$ cat src/rtl/if_stage.sv
// Instruction fetch: owns the PC, addresses imem, loads IF/ID.
// Ports: clk/rst_n, stall, redirect_*, imem_*, ifid_*, halted, fetch_count.
package pkg;
  typedef struct packed {
    logic        valid;
    logic [31:0] instr;
    logic [31:0] pc;
    logic [31:0] pc_plus4;
  } if_id_t;
endpackage

module if_stage
  import pkg::*;
#(
  parameter int unsigned IMEM_BYTES = 72,
  parameter int unsigned COUNT_W    = 16
) (
  input  logic               clk,
  input  logic               rst_n,
  input  logic               stall,
  input  logic               redirect_valid,
  input  logic [31:0]        redirect_pc,
  output logic [31:0]        imem_addr,
  input  logic [31:0]        imem_instr,
  output logic               ifid_valid,
  output logic [31:0]        ifid_instr,
  output logic [31:0]        ifid_pc,
  output logic [31:0]        ifid_pc_plus4,
  output logic               halted,
  output logic [COUNT_W-1:0] fetch_count
);

  logic [31:0]        pc_q;
  logic [31:0]        pc_d;
  logic [31:0]        pc_inc;
  if_id_t             ifid_q;
  if_id_t             ifid_d;
  logic [COUNT_W-1:0] cnt_q;
  logic [COUNT_W-1:0] cnt_d;

  assign pc_inc    = pc_q + 32'd4;
  assign imem_addr = pc_q;
  assign halted    = (pc_q >= 32'(IMEM_BYTES));

  // Arms overlap (redirect with stall), so order decides.
  always_comb begin
    pc_d   = pc_q;
    ifid_d = ifid_q;
    cnt_d  = cnt_q;
    priority case (1'b1)
      redirect_valid: begin
        pc_d   = {redirect_pc[31:2], 2'b00};
        ifid_d = '0;
      end
      stall: begin
        pc_d = pc_q;
      end
      halted: begin
        ifid_d = '0;
      end
      default: begin
        pc_d            = pc_inc;
        ifid_d.valid    = 1'b1;
        ifid_d.instr    = imem_instr;
        ifid_d.pc       = pc_q;
        ifid_d.pc_plus4 = pc_inc;
        if (!(&cnt_q))
          cnt_d = cnt_q + COUNT_W'(1);
      end
    endcase
  end

  always_ff @(posedge clk or negedge rst_n) begin
    if (!rst_n) begin
      pc_q   <= '0;
      ifid_q <= '0;
      cnt_q  <= '0;
    end else begin
      pc_q   <= pc_d;
      ifid_q <= ifid_d;
      cnt_q  <= cnt_d;
    end
  end

  assign ifid_valid    = ifid_q.valid;
  assign ifid_instr    = ifid_q.instr;
  assign ifid_pc       = ifid_q.pc;
  assign ifid_pc_plus4 = ifid_q.pc_plus4;
  assign fetch_count   = cnt_q;

endmodule

$ cat config.mk
export PLATFORM = sky130hd
export DESIGN_NAME = if_stage
export DESIGN_NICKNAME = d
export VERILOG_FILES = /design/src/rtl/if_stage.sv
export SDC_FILE = /design/constraint.sdc
export NUM_CORES = 1
export LEC_CHECK = 0
export ABC_AREA = 1
export CAP_MARGIN = 10
export CORE_MARGIN = 10
export CORE_UTILIZATION = 41
export CTS_CLUSTER_DIAMETER = 30
export DETAILED_ROUTE_END_ITERATION = 6
export MAX_ROUTING_LAYER = met4
export PLACE_DENSITY = 0.77
export REMOVE_ABC_BUFFERS = 1
export SLEW_MARGIN = 30
export SYNTH_ARGS = -nofsm -noshare
export SYNTH_HDL_FRONTEND = slang
export SYNTH_SLANG_ARGS = --single-unit
$ cat constraint.sdc
create_clock -name clk -period 2.05 [get_ports clk]
set_input_delay 0.615 -clock clk [delete_from_list [all_inputs] [get_ports clk]]
set_output_delay 0.615 -clock clk [all_outputs]
set_load 0.01 [all_outputs]
==> results of run 1 <==
## sequential cells by signal, summed over array words and instances (netlist names)
| name | cells |
|---|---|
| ifid_valid | 1 |
| ifid_instr | 32 |
| ifid_pc | 31 |
| fetch_count | 16 |
| ifid_pc_plus4 | 30 |
| imem_addr | 30 |
## power by group
| group | switching [mW] | total, mW | internal [mW] |
|---|---|---|---|
| sequential | 0.0296 | 2.85 | 2.82 |
| combinational | 0.351 | 0.696 | 0.345 |
| clock | 1.10 | 3.18 | 2.09 |
| total | 1.48 | 6.73 | 5.25 |
## kinds of logic (layout without fill, tap and decap cells)
group                      after synthesis  in the layout  share of synthesized area, %
xor gates and xnor gates                10             10                          1.44
and+or+nand+nor                        420            421                          31.4
other                                    1              2                        0.0615
AOI/OAI and AO/OA                        5              5                         0.410
adders and majority gates                3              3                         0.615
buffers and inverters                  121            376                          8.65
DFF                                    140            140                          57.4
## routing by layer
layer  share of wire [%]  routed length, um  GRT usage [%]  up-vias
met1                  42               7450           21.8     2534
met2                  48               8500           28.3      190
met5                   0                  0              -        -
li1                    -                  -              -     2686
met3                 7.6               1350           5.87       41
met4                 3.2                575           8.28        0
## final cells by class
type                       count  area [sq um]
clock buffer                  23           508
clock inverter                 6           109
fill                        1189          5120
inverter                      78           295
multi-input combinational    441          2100
sequential                   140          3520
tap                          184           230
timing repair buffer         269          2660
## stage by stage
| stage | std cells | setup TNS [ns] | utilization (%) |
|---|---|---|---|
| 6_report | 1141 | -0.147 | 64.8 |
| 5_1_grt | 1141 | -1.07 | 64.8 |
| 4_1_cts | 1138 | -0.236 | 64.3 |
| 3_5_place_dp | 1105 | -1.48 | 59.9 |
| 3_3_place_gp | 1105 | -0.522 | 59.9 |
| 2_1_floorplan | 658 | -53.65 | - |
## layout by cell type, fill, tap and decap left out, types with 2 or more instances in the layout
cell type,synthesis,final
nand2_2,12,13
xnor2_1,4,4
buf_6,3,2
nand3_4,2,3
nor2_2,5,5
nor2_8,2,2
dlygate4sd2_1,0,21
nand3_1,44,44
nor3_1,2,2
o21ai_0,4,4
dfrtp_2,0,10
dlymetal6s2s_1,0,14
buf_12,1,8
bufinv_16,0,3
clkinv_2,0,2
nand2_1,214,213
buf_4,5,51
nor2_1,73,73
nand4_1,62,62
xor2_1,6,6
ha_1,3,2
conb_1,1,2
inv_1,73,71
clkbuf_16,0,17
clkbuf_8,0,6
clkdlybuf4s50_1,0,171
dfrtp_1,140,130
inv_2,4,6
## worst max-delay path: cells and delay by family, from the launching register on
family	cells	cell delay [ns]
and+or+nand+nor	5	0.47
DFF	1	0.38
adders and majority gates	1	0.18
buffers and inverters	2	0.15
## timing repair
item                       4_1_cts  5_1_grt
buffers inserted                 4        2
resized for setup               40       19
setup endpoints to repair       73      103
pin swaps                        5        4
cloned                           0        1
## final timing paths
check	from	slack [ns]	depth (start not counted)	end
min in group clk	ifid_pc[2]	0.48	2	ifid_pc[2]
max in group asynchronous	rst_n	1.35	2	fetch_count[7]
min	rst_n	0.08	1	ifid_pc[10]
max reg2reg	imem_addr[3]	0.11	10	ifid_valid
min reg2reg	ifid_pc[2]	0.48	2	ifid_pc[2]
max	imem_addr[3]	-0.15	8	halted
==> reports/qor.txt, run 1 <==
Leakage Power: 4.74 nW
Peak fanout along the critical path: 2
RSZ-0062 raised after global routing: true
Post-synth EDFFs: 0
Die width: 142 um
Average cell area after synthesis: 8.72 sq um
Pwr Total: 6.73 mW
Slowest-stage cell, CP: dfrtp_1
Period minus WS final: 2.20 ns
Diode count: 0
VDD IR max: 0.547 mV
Hold_buf cts: 0
Starting density of the core: 42.0%
Peak Freq: 0.455 GHz
Post-Synthesis Cells: 700
Hold slack: 0.0797 ns
Share of the synthesized area in the top cell type: 57.4%
Synthesized cell area: 6100 sq um
Top-count cell post-synth: nand2_1
Placed Area: 8700 sq um
CTS buffer count: 17
1st-pass router iterations: 5
Post-route ant nets: 0
Worst setup SP type: flip-flop
Layout cell share with drive strength beyond 1: 14.2%
Fin. max-slew vios: 0
Total wire length: 17900 um
P&R area growth vs syn: 54.2%
Clock-pin slew on the worst setup and hold paths: 0.06 ns
Final GP Congestion: 0.835
Area leader, netlist: dfrtp_1
Full die area: 20200 sq um
Deepest clock path buffer count: 2
Max_cap viols: 0
Avg WL per Cell: 15.7 um
Post-synthesis sequential area ratio: 57.4%
Fin nets: 1018
GR Overflow Total: 0
First DRT Iteration DRCs: 307
Status: finished with violations
Critical Path AT: 1.58 ns
Failing checks: setup timing
Core area: 14500 sq um
Total I/O pin count: 214
CTS tree: built
DR DRC count: 0
Most frequent cells after synthesis: 214 x nand2_1, 140 x dfrtp_1, 73 x inv_1, 73 x nor2_1, 62 x nand4_1
Crit share post-route: 107%
Via-per-instance ratio: 4.78
CP cell instances: ha_2 -> nor2_1 -> nand2_1 -> nand2_2 -> nand3_4 -> nor2_8 -> inv_2 -> buf_6
P per Cell Area: 715 nW/um^2
Vias in the first global route: 5667
CP peak stage delay: 0.38 ns
Top post-synthesis cells by area: dfrtp_1 57%, nand2_1 13%, nand4_1 6.4%
Number of synthesized register bits: 140
Cell at the root of the clock tree: clkbuf_16
Die height: 142 um
Top_reg_cell synth: dfrtp_1
Antenna violations before repair: 0
Crit path kind: flip-flop to primary output
Input/output buffers: 209
CTS sink cnt: 140
Pre-CTS setup slack: -0.172 ns
Fin. Hold Viols: 0
Yosys cell types: 29
Row count: 44
Synth warn: 0
Hold Path Class: input port to asynchronous set/reset pin
Final Skew: 0.00968 ns
GRT Total Usage: 18.5%
CP Capture Type: primary output
Total number of vias: 5451
# H-tree levels: 4
First-pass GRT wire length: 29300 um
Asr flop ratio synth: 100%
Final count of negative-setup-slack endpoints: 1
Largest net degree at the start of global routing: 56
Setup WS post-layout: -0.147 ns
WP data required: 1.43 ns
Placed wire-length estimate: 12900 um
Worst-Skew Late Latency: 0.41 ns
Cell area after layout: 9410 sq um
(Power assumes the default switching activity.)
==> inputs of run 2 (changes only) <==
--- a/config.mk
+++ b/config.mk
@@ -7,7 +7,7 @@
 export LEC_CHECK = 0
 export ABC_AREA = 1
 export CAP_MARGIN = 10
-export CORE_MARGIN = 10
+export CORE_MARGIN = 2
 export CORE_UTILIZATION = 41
 export CTS_CLUSTER_DIAMETER = 30
 export DETAILED_ROUTE_END_ITERATION = 6
==> run 2 against run 1 <==
Critical path type unchanged. The run still ends with setup timing left. Largest cell class unchanged. Flip-flop and latch count unchanged. Highest routed layer unchanged. Maximum frequency down 0.12%. Non-clock buffer count rose by 2.
==> reports/qor.txt, run 2 (same netlist as run 1, synthesis figures left out) <==
Post-route insts no fill: 1145 (was 1141)
Total number of vias: 5488 (was 5451)
# H-tree levels: 4 (unchanged)
Starting density of the core: 42.0% (unchanged)
Deepest clock path buffer count: 2 (unchanged)
Layout cell share with drive strength beyond 1: 14.8% (was 14.2%)
Reg area: 3520 sq um (about the same)
First-pass GRT wire length: 26900 um (was 29300 um)
Peak Freq: 0.455 GHz (about the same)
Full die area: 15900 sq um (was 20200 sq um)
Commonest non-fill, non-tap cell in the layout: nand2_1 (unchanged)
Peak fanout along the critical path: 2 (unchanged)
Antenna violations before repair: 0 (unchanged)
CTS buffer count: 17 (unchanged)
Placed wire-length estimate: 11400 um (was 12900 um)
Fin nets: 1019 (was 1018)
First DRT Iteration DRCs: 395 (was 307)
Die height: 126 um (was 142 um)
CTS sink cnt: 140 (unchanged)
Post-route ant nets: 0 (unchanged)
CTS tree: built (unchanged)
Avg WL per Cell: 14.3 um (was 15.7 um)
Hold Path Class: input port to asynchronous set/reset pin (unchanged)
Crit path kind: flip-flop to primary output (unchanged)
Largest register FFs: 32 (unchanged)
Diode count: 0 (unchanged)
Final Skew: 0.00835 ns (was 0.00968 ns)
GRT Total Usage: 21.8% (was 18.5%)
DR DRC count: 0 (unchanged)
Die width: 126 um (was 142 um)
Leakage Power: 4.62 nW (was 4.74 nW)
WP data required: 1.43 ns (about the same)
Hold slack: 0.115 ns (was 0.0797 ns)
Fin. Hold Viols: 0 (unchanged)
Failing checks: setup timing (unchanged)
Fin. max-slew vios: 0 (unchanged)
RSZ-0062 raised after global routing: true (unchanged)
Cell at the root of the clock tree: clkbuf_16 (unchanged)
Setup WS post-layout: -0.150 ns (was -0.147 ns)
Final count of negative-setup-slack endpoints: 1 (unchanged)
CP Capture Type: primary output (unchanged)
Fillers: 1187 (was 1189)
Clock-pin slew on the worst setup and hold paths: 0.06 ns (about the same)
Max_cap viols: 0 (unchanged)
Input/output buffers: 209 (unchanged)
Crit share post-route: 107% (about the same)
Final core occ: 64.5% (was 64.8%)
P&R area growth vs syn: 53.7% (was 54.2%)
1st-pass router iterations: 4 (was 5)
Critical Path AT: 1.58 ns (about the same)
P per Cell Area: 704 nW/um^2 (was 715 nW/um^2)
Final GP Congestion: 0.880 (was 0.835)
VDD IR max: 0.627 mV (was 0.547 mV)
Period minus WS final: 2.20 ns (about the same)
Via-per-instance ratio: 4.79 (was 4.78)
Total I/O pin count: 214 (unchanged)
Worst setup SP type: flip-flop (unchanged)
Core area: 14500 sq um (unchanged)
Most frequent cells in the layout: 213 x nand2_1, 177 x clkdlybuf4s50_1, 129 x dfrtp_1, 71 x nor2_1, 69 x inv_1 (was 213 x nand2_1, 171 x clkdlybuf4s50_1, 130 x dfrtp_1, 73 x nor2_1, 71 x inv_1)
GR Overflow Total: 0 (unchanged)
Status: finished with violations (unchanged)
Largest net degree at the start of global routing: 44 (was 56)
Total wire length: 16400 um (was 17900 um)
Setup TNS: -0.150 ns (was -0.147 ns)
Worst-Skew Late Latency: 0.42 ns (was 0.41 ns)
Placed cells: 1107 (was 1105)
Multi-input gate area: 2110 sq um (was 2100 sq um)
Row count: 44 (unchanged)
Vias in the first global route: 5349 (was 5667)
run 2: changes by cell type in the layout (fill, tap and decap cells not counted), sizes merged, moves of 3 or more:
cell and delta:
clkdlybuf4s50 +6, dlymetal6s2s -4, clkbuf -3, clkinvlp +3
run 2: worst max-delay path, cell delays in order, from the launching register on:
cell and delay, ns:
dfrtp_1 0.37, inv_2 0.06, ha_4 0.15, nor2_2 0.07, nand2_1 0.06, nand2_2 0.07
nand3_4 0.11, nor2_8 0.12, inv_2 0.05, buf_6 0.11
run 2: layer usage:
metal,vias up,track usage [%],wire [um]
met2,173,34.8,8030
met5,-,-,0
li1,2686,-,-
met4,0,7.30,321
met1,2605,28.0,7170
met3,24,4.46,837
run 2: cell type report:
| cell class | instances | share of cell area [%] |
|---|---|---|
| clock buffer | 20 | 4.76 |
| clock inverter | 12 | 1.48 |
| inverter | 78 | 3.15 |
| multi-input combinational | 440 | 22.5 |
| sequential | 140 | 37.5 |
| tap | 184 | 2.46 |
| timing repair buffer | 271 | 28.1 |
run 2: what timing repair did:
item                                    in CTS  in global routing
endpoints found under the hold margin        0                  0
gates resized for setup                     40                 19
pin swaps                                    5                  8
endpoints found under the setup margin      66                 84
hold buffers                                 0                  0
buffers inserted                             2                  4
run 2: worst paths after layout:
path | start | end | slack, ns | cells past startpoint
hold reg to reg | ifid_pc[2] | ifid_pc[2] | 0.48 | 2
setup reg to reg | imem_addr[2] | imem_addr[16] | 0.10 | 12
setup / recovery | imem_addr[2] | halted | -0.15 | 9
max in group asynchronous | rst_n | fetch_count[8] | 1.36 | 2
hold / removal | rst_n | ifid_pc_plus4[12] | 0.11 | 1
min in group clk | ifid_pc[2] | ifid_pc[2] | 0.48 | 2
run 2: stage by stage:
step / instance area [sq um] / power [mW] / setup WS (ns)
2_1_floorplan: 5870 / 3.11 / -0.897
3_3_place_gp: 8700 / 3.61 / -0.144
3_5_place_dp: 8700 / 3.62 / -0.163
4_1_cts: 9310 / 6.65 / -0.220
5_1_grt: 9380 / 6.87 / -0.229
6_report: 9380 / 6.60 / -0.150
run 2: where the power goes:
group / internal [mW] / total, mW / leakage [nW] / switching, mW
Clock: 1.84 / 3.04 / 0.279 / 1.20
Combinational: 0.354 / 0.709 / 2.45 / 0.356
Sequential: 2.82 / 2.85 / 1.89 / 0.0326
==> inputs of run 3 (changes only) <==
--- a/config.mk
+++ b/config.mk
@@ -9,7 +9,7 @@
 export CAP_MARGIN = 10
 export CORE_MARGIN = 2
 export CORE_UTILIZATION = 41
-export CTS_CLUSTER_DIAMETER = 30
+export CTS_CLUSTER_DIAMETER = 60
 export DETAILED_ROUTE_END_ITERATION = 6
 export MAX_ROUTING_LAYER = met4
 export PLACE_DENSITY = 0.77
==> results of run 3 <==
No change in the layout: final DEF, timing and power equal those of run 2.
